### src/rtl/seq_chunk_adder_pkg.sv
`default_nettype none
// ============================================================
// seq_chunk_adder_pkg : shared FSM encoding and sizing helper
// Rev 1.0
// ============================================================
package seq_chunk_adder_pkg;

    typedef enum logic [1:0] {
        S_IDLE = 2'd0,
        S_RUN  = 2'd1,
        S_DONE = 2'd2
    } state_e;

    // Counter must stay at least one bit wide even when a single chunk covers the word
    function automatic int cnt_width(input int n);
        return (n > 1) ? $clog2(n) : 1;
    endfunction

endpackage
`default_nettype wire

### src/rtl/seq_chunk_adder_chunk.sv
`default_nettype none
// ============================================================
// chunk_adder : combinational CHUNK-bit adder with carry in/out
// Rev 1.0
// ============================================================
module chunk_adder
    import seq_chunk_adder_pkg::*;
#(
    parameter int CHUNK = 8
) (
    input  logic [CHUNK-1:0] a_i,
    input  logic [CHUNK-1:0] b_i,
    input  logic             ci_i,
    output logic [CHUNK-1:0] s_o,
    output logic             co_o
);

    assign {co_o, s_o} = {1'b0, a_i} + {1'b0, b_i} + {{CHUNK{1'b0}}, ci_i};

endmodule
`default_nettype wire

### src/rtl/seq_chunk_adder.sv
`default_nettype none
// ============================================================
// seq_chunk_adder : multi-cycle two's-complement add/sub, one
//                   CHUNK per cycle, valid/ready on both sides
// Rev 1.0
// ============================================================
module seq_chunk_adder
    import seq_chunk_adder_pkg::*;
#(
    parameter int WIDTH = 32,
    parameter int CHUNK = 8
) (
    input  logic             iClk,
    input  logic             iRst_n,
    input  logic             iValid,
    output logic             oReady,
    input  logic [WIDTH-1:0] iData_a,
    input  logic [WIDTH-1:0] iData_b,
    input  logic             iC,
    input  logic             iSub,
    output logic             oValid,
    input  logic             iReady,
    output logic [WIDTH-1:0] oData,
    output logic             oData_C,
    output logic             oOverflow
);

    localparam int SAFE_CHUNK = (CHUNK < 1) ? 1 : CHUNK;
    localparam int NCHUNK     = WIDTH / SAFE_CHUNK;
    localparam int CNT_W      = cnt_width(NCHUNK);
    localparam logic [CNT_W-1:0] LAST_CHUNK = CNT_W'(NCHUNK - 1);

    if (CHUNK < 1 || (WIDTH % SAFE_CHUNK) != 0) begin : g_param_check
        $error("seq_chunk_adder: WIDTH must be a positive multiple of CHUNK");
    end

    state_e             state_q, state_d;
    logic [CNT_W-1:0]   cnt_q, cnt_d;
    logic [WIDTH-1:0]   a_q, a_d;
    logic [WIDTH-1:0]   b_q, b_d;
    logic [WIDTH-1:0]   res_q, res_d;
    logic               carry_q, carry_d;
    logic               cout_q, cout_d;
    logic               ovf_q, ovf_d;

    logic [CHUNK-1:0]   w_a_chunk;
    logic [CHUNK-1:0]   w_b_chunk;
    logic [CHUNK-1:0]   w_sum;
    logic               w_co;

    // One adder serves every chunk; the counter steers which slice it sees
    assign w_a_chunk = a_q[cnt_q*CHUNK +: CHUNK];
    assign w_b_chunk = b_q[cnt_q*CHUNK +: CHUNK];

    chunk_adder #(
        .CHUNK (CHUNK)
    ) u_chunk_adder (
        .a_i  (w_a_chunk),
        .b_i  (w_b_chunk),
        .ci_i (carry_q),
        .s_o  (w_sum),
        .co_o (w_co)
    );

    always_comb begin
        state_d = state_q;
        cnt_d   = cnt_q;
        a_d     = a_q;
        b_d     = b_q;
        res_d   = res_q;
        carry_d = carry_q;
        cout_d  = cout_q;
        ovf_d   = ovf_q;
        case (state_q)
            S_IDLE: begin
                if (iValid) begin
                    // Subtraction folds into A + ~B + ~borrow, so RUN only ever adds
                    a_d     = iData_a;
                    b_d     = iSub ? ~iData_b : iData_b;
                    carry_d = iSub ? ~iC : iC;
                    cnt_d   = '0;
                    state_d = S_RUN;
                end
            end
            S_RUN: begin
                res_d[cnt_q*CHUNK +: CHUNK] = w_sum;
                carry_d = w_co;
                if (cnt_q == LAST_CHUNK) begin
                    cnt_d   = '0;
                    cout_d  = w_co;
                    ovf_d   = (a_q[WIDTH-1] == b_q[WIDTH-1]) && (res_d[WIDTH-1] != a_q[WIDTH-1]);
                    state_d = S_DONE;
                end else begin
                    cnt_d = cnt_q + 1'b1;
                end
            end
            S_DONE: begin
                if (iReady) begin
                    state_d = S_IDLE;
                end
            end
            default: state_d = S_IDLE;
        endcase
    end

    always_ff @(posedge iClk or negedge iRst_n) begin
        if (!iRst_n) begin
            state_q <= S_IDLE;
            cnt_q   <= '0;
            a_q     <= '0;
            b_q     <= '0;
            res_q   <= '0;
            carry_q <= 1'b0;
            cout_q  <= 1'b0;
            ovf_q   <= 1'b0;
        end else begin
            state_q <= state_d;
            cnt_q   <= cnt_d;
            a_q     <= a_d;
            b_q     <= b_d;
            res_q   <= res_d;
            carry_q <= carry_d;
            cout_q  <= cout_d;
            ovf_q   <= ovf_d;
        end
    end

    assign oReady    = (state_q == S_IDLE);
    assign oValid    = (state_q == S_DONE);
    assign oData     = res_q;
    assign oData_C   = cout_q;
    assign oOverflow = ovf_q;

endmodule
`default_nettype wire

### config.mk
export PLATFORM = sky130hd
export DESIGN_NAME = seq_chunk_adder
export DESIGN_NICKNAME = d
export VERILOG_FILES = /design/src/rtl/seq_chunk_adder_pkg.sv /design/src/rtl/seq_chunk_adder_chunk.sv /design/src/rtl/seq_chunk_adder.sv
export SDC_FILE = /design/constraint.sdc
export NUM_CORES = 1
export LEC_CHECK = 0
export CAP_MARGIN = 40
export CORE_MARGIN = 5
export CORE_UTILIZATION = 53
export CTS_BUF_LIST = sky130_fd_sc_hd__clkbuf_8
export DETAILED_ROUTE_END_ITERATION = 8
export PLACE_DENSITY_LB_ADDON = 0.12
export SYNTH_ARGS = -nofsm -noshare
export SYNTH_HDL_FRONTEND = slang
export SYNTH_SLANG_ARGS = --single-unit
export TNS_END_PERCENT = 100
### constraint.sdc
create_clock -name iClk -period 4.3 [get_ports iClk]
set_input_delay 0.86 -clock iClk [delete_from_list [all_inputs] [get_ports iClk]]
set_output_delay 0.86 -clock iClk [all_outputs]
set_load 0.005 [all_outputs]
# Word level (Yosys, flattened, before mapping)
# Index checks and enable logic that the tools add are counted.
[op_classes]
n_addsub = 4
n_eq_ne = 8
n_shift = 4
n_mux = 12
bitwise = 2
n_reduce_logical = 7
[ops]
columns = ["cell", "count"]
rows = [
  ["variable part select 32 x 6 -> 8 bit", 2],
  ["negation 5 -> 34 bit", 1],
  ["variable shift 8 x 34 -> 32 bit (first input constant)", 1],
  ["variable part select 8 x 34 -> 32 bit", 1],
  ["bitwise mux 32 bit", 1],
  ["two-way mux 32 bit", 1],
  ["inverter 32 bit", 1],
  ["two-way mux 2 bit", 5],
  ["adder 8 x 8 -> 9 bit", 1],
  ["adder 9 x 1 -> 9 bit", 1],
  ["one-hot mux 2 bit (3 select lines)", 1],
  ["AND reduction 2 bit", 3],
  ["equality test 2 bit (second input constant)", 2],
  ["!= test 2 bit (second input constant)", 2],
  ["one-hot mux 2 bit (2 select lines)", 1],
  ["AND reduction 3 bit", 1],
  ["adder 2 x 1 -> 2 bit (second input constant)", 1],
  ["equality test 2 x 1 -> 1 bit (second input constant)", 1],
  ["logical NOT 2 bit", 1],
  ["two-way mux 1 bit", 2],
  ["!= test 2 x 1 -> 1 bit (second input constant)", 1],
  ["one-hot mux 1 bit (2 select lines)", 1],
  ["nonzero test 2 bit", 1],
  ["equality test 1 bit", 1],
  ["3 further kinds", 3],
]
[word_totals]
ff_bits = 103
inputBits = 70
out_inout_bits = 36
word_cells = 45

# Depth between registers and ports, before layout
# Gate-level depths: netlist of run 1.
[depth]
depth_word = 7
depth_mapped = 12
mapped_depth_nobuf = 10

# By module
# From an unflattened synthesis of run 1, not the netlist that was laid out.
[unflattened]
cells_unflattened = 459
area_unflattened_um2 = 4979.8
[by_module_without_submodules]
columns = ["module", "n_inst", "cells_per_inst", "area_each_um2", "seq_area_each_um2"]
rows = [
  ["seq_chunk_adder", 1, 417, 4648.2, 2577.5],
  ["chunk_adder", 1, 42, 331.6, 0.0],
]

# Worst setup path before layout of run 1
# Ideal clock, no wire load.
[synth_timing]
kind = "register to register"
start = "register cnt_q[0]"
end = "register res_q[22], in the netlist oData[22]"
setup_ps = 83
arrival_time_ps = 3092
setup_slack_ps = 1125
path_stages_with_launch = 12
n_path_buf = 1
period_less_slack_ps = 3175
path_cell_list = "dfrtp_1 buf_1 mux4_2 fa_1 inv_1 fa_1 nor2b_1 o21a_1 o21ai_0 a21oi_1 a211o_1 o21ai_0"
[synth_via]
elab_chain_cells = 5
word_cells_on_any_way = 8
cone_classes = "add/sub: 3; shift: 4; mux: 1"
[synth_rtl]
columns = ["item", "line_no", "text"]
rows = [
  ["from (decl)", "seq_chunk_adder.sv:38", "logic [CNT_W-1:0] cnt_q, cnt_d;"],
  ["from (signal assigned)", "seq_chunk_adder.sv:118", "cnt_q <= cnt_d;"],
  ["variable part select 32 x 6 -> 8 bit (on tied branches)", "seq_chunk_adder.sv:52, seq_chunk_adder.sv:53", ""],
  ["adder 8 x 8 -> 9 bit", "seq_chunk_adder_chunk.sv:18", "assign {co_o, s_o} = {1'b0, a_i} + {1'b0, b_i} + {{CHUNK{1'b0}}, ci_i};"],
  ["adder 9 x 1 -> 9 bit", "seq_chunk_adder_chunk.sv:18", ""],
  ["variable part select 8 x 34 -> 32 bit", "seq_chunk_adder.sv:86", "res_d[cnt_q*CHUNK +: CHUNK] = w_sum;"],
  ["bitwise mux 32 bit *", "seq_chunk_adder.sv:86", ""],
  ["to (signal assigned)", "seq_chunk_adder.sv:121", "res_q <= res_d;"],
  ["to (decl)", "seq_chunk_adder.sv:41", "logic [WIDTH-1:0] res_q, res_d;"],
]
# Mark *: on every way between the ends. The rest lies on a longest branch, timed or not.
# A chain may end at the register's enable or synchronous reset.

# Worst setup path after layout of run 1
[layout_timing]
start = "register cnt_q[1]"
end = "register res_q[6], in the netlist oData[6]"
# Same word-level chain as after synthesis.

==> results of run 1 <==
-- routing by layer --
layer | wire length (microns) | track usage | part of all wire | up-vias
met5 | 0 | 0 | 0 | -
met4 | 171 | 0.0648 | 0.016 | 0
met3 | 525 | 0.0343 | 0.049 | 16
met2 | 5420 | 0.327 | 0.51 | 107
met1 | 4530 | 0.264 | 0.43 | 1712
li1 | - | - | - | 1691
-- registers in the layout, indices dropped and copies added (netlist names) --
register,count
carry_q,1
oOverflow,1
oData,32
oData_C,1
cnt_q,2
b_q,32
state_q,2
a_q,32
-- cells in the final DEF, fill, tap and decap left out, types with 2 or more instances in the layout --
cell             instances
clkdlybuf4s50_1        103
nor2_1                  47
clkinv_4                 2
inv_1                    8
ha_1                    13
inv_6                    3
clkbuf_8                 9
nor2b_1                  4
o21ai_0                 18
nand3_1                  2
dfrtp_1                103
and4_1                   2
xnor2_1                 36
a21oi_1                 39
mux2_2                  32
nand2_1                 24
fa_1                     2
mux4_2                  16
a31oi_1                  4
xor2_1                   2
nand4_1                  3
buf_4                    8
nor3_1                   3
o31ai_1                  2
a22o_1                  18
-- cell families (layout without fill, tap and decap cells) --
logic type,Yosys count,in the layout
AOI/OAI and AO/OA,88,88
xor gates and xnor gates,38,38
adders and majority gates,15,15
buffers and inverters,29,136
DFF,103,103
muxes,49,49
and+or+nand+nor,96,96
-- worst max path at each step --
stage	to	from	slack [ns]
2_1_floorplan	oData[22]$_DFFE_PN0P_	cnt_q[0]$_DFFE_PN0P_	1.13
6_report	oData[6]$_DFFE_PN0P_	cnt_q[1]$_DFFE_PN0P_	1.18
3_3_place_gp	oData[22]$_DFFE_PN0P_	cnt_q[1]$_DFFE_PN0P_	1.25
4_1_cts	oData[14]$_DFFE_PN0P_	cnt_q[1]$_DFFE_PN0P_	1.13
5_1_grt	oData[14]$_DFFE_PN0P_	cnt_q[1]$_DFFE_PN0P_	0.95
3_5_place_dp	oData[14]$_DFFE_PN0P_	cnt_q[1]$_DFFE_PN0P_	1.16
-- cell type report --
class | instances | area, sq um | share of cell area
Multi-Input combinational cell | 286 | 2250 | 0.358
Clock inverter | 7 | 78.8 | 0.0125
Sequential cell | 103 | 2580 | 0.409
Clock buffer | 9 | 124 | 0.0197
Inverter | 8 | 30.0 | 0.00477
Tap cell | 111 | 139 | 0.0221
Timing Repair Buffer | 112 | 1100 | 0.174
-- stage by stage --
| stage | util | setup WS [ns] | hold WS [ns] |
|---|---|---|---|
| after floorplan | - | 1.13 | 0.448 |
| after global placement | 0.666 | 1.25 | 0.462 |
| after CTS | 0.688 | 1.13 | 0.490 |
| after detailed placement | 0.666 | 1.16 | 0.469 |
| after global routing | 0.688 | 0.951 | 0.524 |
| final | 0.688 | 1.18 | 0.485 |
-- power by group through the flow --
stage / combinational, uW / sequential, uW / clock [uW]
2_1_floorplan: 2000 / 1580 / 0
3_3_place_gp: 2830 / 1660 / 0
3_5_place_dp: 2870 / 1670 / 0
5_1_grt: 3160 / 1700 / 672
4_1_cts: 2880 / 1650 / 635
6_report: 2860 / 1650 / 618
-- worst reg2reg max path: stages, from the launching register on --
cell	delay [ns]
dfrtp_1	0.65
buf_4	0.30
mux4_2	0.33
fa_1	0.42
inv_1	0.09
fa_1	0.21
nor2b_1	0.06
o21a_1	0.17
o21ai_0	0.22
a21oi_1	0.12
a211o_1	0.30
o21ai_0	0.17
==> metrics.md, run 1 <==
| Metric | Value |
|---|---|
| Mean routed wirelength per cell | 16.7 microns |
| RD Place Congestion | 0.853 |
| Post-synth EDFFs | 0 |
| Worst hold path depth | 2 |
| Resized Gates After CTS | 0 |
| Synth Area in Simple Gates | 0.0893 |
| VDD IR max | around 360 uV |
| Worst Setup End Kind | flop |
| Design Area, Final | 6300 sq um |
| Synth area leaders | dfrtp_1 52%, mux2_2 7.3%, mux4_2 7.3% |
| Total CTS buffers | 9 |
| Buffer count from post-CTS setup fixing | 0 |
| # DRC | 0 |
| GRT Overall Usage | 0.197 |
| Worst reg2reg path startpoint | cnt_q[1]$_DFFE_PN0P_ |
| Worst path bufs/invs | 2 |
| Overflow after GRT | 0 |
| Post-Synth Adder-Cell Area | 0.0410 |
| Worst-path clk slew | 0.10 ns |
| Most frequent cell after synthesis | dfrtp_1 |
| Reg2reg end | oData[6]$_DFFE_PN0P_ |
| Sequential Power Share | 0.322 |
| Unrepaired setup endpoints after global routing | false |
| Core region area | 9150 sq um |
| Nets | 605 |
| Clk_lat worst skew | 0.36 ns |
| Max_slew headroom | 0.416 |
| Critical path depth in cells | 11 |
| Max-Cap Viols | 0 |
| Worst path max stage delay | 0.65 ns |
| Setup_tns | 0 ns |
| Power per cell area | between 800 and 900 nW/um^2 |
| Yosys cell types | 42 |
| Post-synthesis mux area share | 0.148 |
| Post-synthesis sequential area ratio | 0.521 |
| Final Power | a little over 5000 uW |
| Synth Flop Type | dfrtp_1 |
| Xor/xnor share of the synthesized area | 0.0673 |
| CTS Hold Bufs | 0 |
| Initial DRC Count | 123 |
| Setup violators final | 0 |
| Final Hold Violating Endpoints | 0 |
| Final period utilization | 0.726 |
| Die area | about 11000 sq um |
| Die width | around 110 microns |
| Final min period | 3.12 ns |
| Sw frac | 0.418 |
| Outcome | finished, final reports clean |
| Final antenna-violating net count | 0 |
| Die H | approximately 110 microns |
| Antenna diodes | 0 |
| Final max-slew violation count | 0 |
| Post-synthesis compound-gate area fraction | 0.110 |
| Setup Crit Path Kind | flop to flop |
| Vias per cell | 5.54 |
| Required @ worst endpoint | roughly 4.6 ns |
| Crit-path cells | buf_4 -> mux4_2 -> fa_1 -> inv_1 -> fa_1 -> nor2b_1 -> o21a_1 -> o21ai_0 -> a21oi_1 -> a211o_1 -> o21ai_0 |
| Hold path start | oData[1]$_DFFE_PN0P_ |
| FFs w/ async S/R, synth | 1.00 |
| Area share of the largest cell type after synthesis | 0.521 |
| Synth top cells by count | 103 x dfrtp_1, 47 x nor2_1, 39 x a21oi_1 |
| FF+latch count, synth | a little over 100 |
| Root buffer cell | clkbuf_8 |
| Largest net degree at the start of global routing | between 80 and 90 |
| Dpl cell area | 6100 sq um |
| Port Buffers | roughly 110 |
| Non-Filler Instances | 636 |
| Syn Area/Cell | ~12 sq um |
| Slew @ Worst Pin | 0.876 ns |
| NetSw | 2140 uW |
| Internal | ~3000 uW |
| H-tree depth | 3 |
| Synth warnings | 0 |
| Starting density of the core | 0.540 |
| Ports | between 100 and 150 |
| Crit path DAT | approximately 3.4 ns |
| DRT Pass-1 Iters | 4 |
| Startpoint Class | flop |
| Reg2Reg Setup Slack | 1.18 ns |
| Worst min path class | flop to flop |
| WL final | 10700 microns |
| Comb power frac | 0.558 |
| F_max | between 0.3 and 0.4 GHz |
| Vias in the first global route | 3562 |
| First-pass GRT wire length | 17700 microns |
| CTS tree | done |
| Fill cells | 720 |
| Vias after detailed routing | 3526 |
| Hold Path Sink | oData[1]$_DFFE_PN0P_ |
| Fin Clk Skew | 0.0140 ns |
| Critical-path top delay cell | dfrtp_1 |
| Part of the power in the clock network | 0.121 |
| Largest area contributor in the netlist | dfrtp_1 |
| Share of cells above drive strength 1 | 0.152 |
| Area grow syn2layout | 27.4% |
| Initial antenna violation count | 0 |
| Post-Syn Area | 4940 sq um |
| # rows | 35 |
| Mapped Cells | 418 |
| # clock sinks | 103 |
| Delay-heaviest family, CP | compound AO/OA/AOI/OAI gates |
| Largest family of logic cells by synthesized area | multiplexers |
| Dpl cells | 620 |
| Clk buf depth | 2 |
| Mapped Nets | 503 |
| Worst Reg-to-Reg Cells | 11 |
| Leak | 0.00257 uW |
| Crit Path Max Fanout | 11 |
| HPWL Detailed | 8180 microns |
Power figures use the tool's default switching activity.
==> inputs of run 2 (changes only) <==
- CORE_UTILIZATION: 53 -> 48
- clock period: 4.3 -> 2.7 ns (I/O delays scaled with it)
==> run 2 against run 1 <==
The flow now finishes with violations (negative setup slack). Setup slack got worse by 1.3 ns. Highest routed layer unchanged. Sequential power rose by 61%. Largest power group unchanged. Cell count rose by 8.0%. Flip-flop and latch count did not move. Wire length rose by 6.3%. Hold slack got worse by 0.40 ns. Global-route usage fell by 1.0 points. Die area rose by 9.4%. Register-to-register slack got worse by 1.3 ns. Combinational power rose by 110%. Total power rose by 89%. First-iteration DRC count fell by 4.9%.
==> metrics.md, run 2 (synthesized netlist as in run 1, its figures left out) <==
| Metric | Value |
|---|---|
| Overflow after GRT | 0 |
| Mean routed wirelength per cell | 16.5 microns |
| Ports | 106 |
| # rows | 37 |
| Most frequent cells in the layout | 103 x clkdlybuf4s50_1, 102 x dfrtp_1, 47 x nor2_1 |
| Worst Reg-to-Reg Cells | 11 |
| Setup Crit Path Kind | flop to flop |
| Port Buffers | 105 |
| Unrepaired setup endpoints after global routing | true |
| Core Util, Final | 0.661 |
| Outcome | complete, but fails checks |
| Clk buf depth | 2 |
| Reg2reg end | oData_C$_DFFE_PN0P_ |
| Worst Slack Setup Final | -0.0980 ns |
| Max_slew headroom | 0.663 |
| Crit Path Max Fanout | 8 |
| HPWL Detailed | 8740 microns |
| DR top layer | met4 |
| Area grow syn2layout | 36.2% |
| Final min period | 2.80 ns |
| NetSw | 4000 uW |
| Starting density of the core | 0.486 |
| Vias in the first global route | 3817 |
| First-pass GRT wire length | between 15000 and 20000 microns |
| Clk_lat worst skew | roughly 0.37 ns |
| WL final | 11300 microns |
| Reg2Reg Setup Slack | -0.1 ns |
| Sequential Power Share | 0.273 |
| Final antenna-violating net count | 0 |
| Setup violators final | 7 |
| # clock sinks | between 100 and 150 |
| Leak | 0.00273 uW |
| Share of cells above drive strength 1 | 0.227 |
| Met1 Wirelength | ~4600 microns |
| Fin Clk Skew | ~0.015 ns |
| Worst reg2reg path startpoint | cnt_q[0]$_DFFE_PN0P_ |
| Comb power frac | 0.631 |
| RD Place Congestion | 0.963 |
| Initial antenna violation count | 0 |
| VDD IR max | about 730 uV |
| Largest net degree at the start of global routing | 69 |
| Power per cell area | approximately 1400 nW/um^2 |
| Required @ worst endpoint | 2.93 ns |
| Die width | about 110 microns |
| CTS Hold Bufs | 0 |
| Worst Setup End Kind | flop |
| H-tree depth | 3 |
| Leading cell type in the layout, fill and taps excluded | clkdlybuf4s50_1 |
| Worst min path class | primary input to async pin |
| Die area | around 12000 sq um |
| Slew @ Worst Pin | around 0.50 ns |
| Fill cells | 822 |
| Antenna diodes | 0 |
| Max-Cap Viols | 0 |
| Final Hold Violating Endpoints | 0 |
| Design Area, Final | 6740 sq um |
| Initial DRC Count | 117 |
| # DRC | 0 |
| Sw frac | 0.413 |
| Met2 WL | 5980 microns |
| Startpoint Class | flop |
| Die H | roughly 110 microns |
| CTS tree | done |
| DR WL met3 | 467 microns |
| Vias per cell | 5.30 |
| F_max | 0.357 GHz |
| Part of the power in the clock network | 0.096 |
| Total CTS buffers | 9 |
| Root buffer cell | clkbuf_8 |
| DRT Pass-1 Iters | 4 |
| GRT Overall Usage | 0.187 |
| Worst-path clk slew | 0.11 ns |
| Vias after detailed routing | 3644 |
| Dpl cell area | between 6000 and 7000 sq um |
| Nets | 631 |
| Crit path DAT | 3.03 ns |
| Final period utilization | 1.04 |
| Violated checks | negative setup slack |
| Final max-slew violation count | 0 |
| Internal | 5680 uW |
| Core region area | ~10000 sq um |
run 2: changes by cell type in the layout (fill, tap and decap cells not counted), moves of 2 or more:
cell | before | now
fa_2 | 0 | 2
ha_1 | 13 | 9
a21oi_4 | 0 | 2
o21ai_0 | 18 | 10
ha_4 | 0 | 4
xnor2_1 | 36 | 34
buf_12 | 0 | 5
a21oi_1 | 39 | 36
buf_4 | 8 | 26
fa_1 | 2 | 0
xnor2_2 | 0 | 2
buf_6 | 0 | 3
clkinvlp_4 | 0 | 2
o21ai_1 | 1 | 8
run 2: worst max-delay path by stage:
stage                                        to                 start
after floorplan           oOverflow$_DFFE_PN0P_  cnt_q[0]$_DFFE_PN0P_
after global placement     oData[6]$_DFFE_PN0P_  cnt_q[0]$_DFFE_PN0P_
after detailed placement  oData[30]$_DFFE_PN0P_  cnt_q[0]$_DFFE_PN0P_
after CTS                  oData[6]$_DFFE_PN0P_  cnt_q[0]$_DFFE_PN0P_
after global routing        oData_C$_DFFE_PN0P_  cnt_q[0]$_DFFE_PN0P_
final                       oData_C$_DFFE_PN0P_  cnt_q[0]$_DFFE_PN0P_
run 2: metal layers:
layer	vias to the layer above	track usage
met1	1793	0.236
met3	16	0.0375
li1	1743	-
met5	-	0
met2	92	0.326
met4	0	0.0576
run 2: per-stage QoR:
step	power [uW]	setup TNS [ns]	instances	setup WS [ns]	hold slack, ns
floorplan	5780	0	418	0.00256	0.244
global placement	7770	-0.154	662	-0.0381	0.463
detailed placement	7890	-0.893	662	-0.161	0.469
CTS	9090	-0.508	682	-0.101	0.0897
global route	10400	-1.82	687	-0.241	0.0998
finish	9680	-0.503	687	-0.0980	0.0901
run 2: layout make-up:
class | count | area, sq um | area share
Sequential cell | 103 | 2580 | 0.383
Multi-Input combinational cell | 286 | 2400 | 0.356
Inverter | 8 | 30.0 | 0.00446
Clock buffer | 10 | 138 | 0.0204
Tap cell | 136 | 170 | 0.0253
Clock inverter | 6 | 52.6 | 0.00780
Timing Repair Buffer | 138 | 1370 | 0.203
run 2: power by group through the flow:
stage / logic [uW] / clock network, uW / registers, uW
floorplan: 3250 / 0 / 2530
global placement: 5080 / 0 / 2690
detailed placement: 5200 / 0 / 2700
CTS: 5490 / 946 / 2660
global route: 6680 / 1020 / 2730
finish: 6100 / 930 / 2650
run 2: repair_timing:
| item | 4_1_cts | 5_1_grt |
|---|---|---|
| setup endpoints to repair | 7 | 19 |
| pin swaps | 4 | 6 |
| resized for setup | 13 | 17 |
| gates cloned | 0 | 0 |
| hold endpoints to repair | 0 | 0 |
| setup buffers | 4 | 5 |
run 2: critical path, stage by stage (launching register included):
cell and delay, ns:
dfrtp_2 0.44, buf_12 0.13, mux4_2 0.53, fa_2 0.37, inv_2 0.07, fa_2 0.20
nor2b_1 0.05, o21a_1 0.19, o21ai_2 0.18, a21oi_2 0.09, o21ai_0 0.27, a21oi_1 0.15
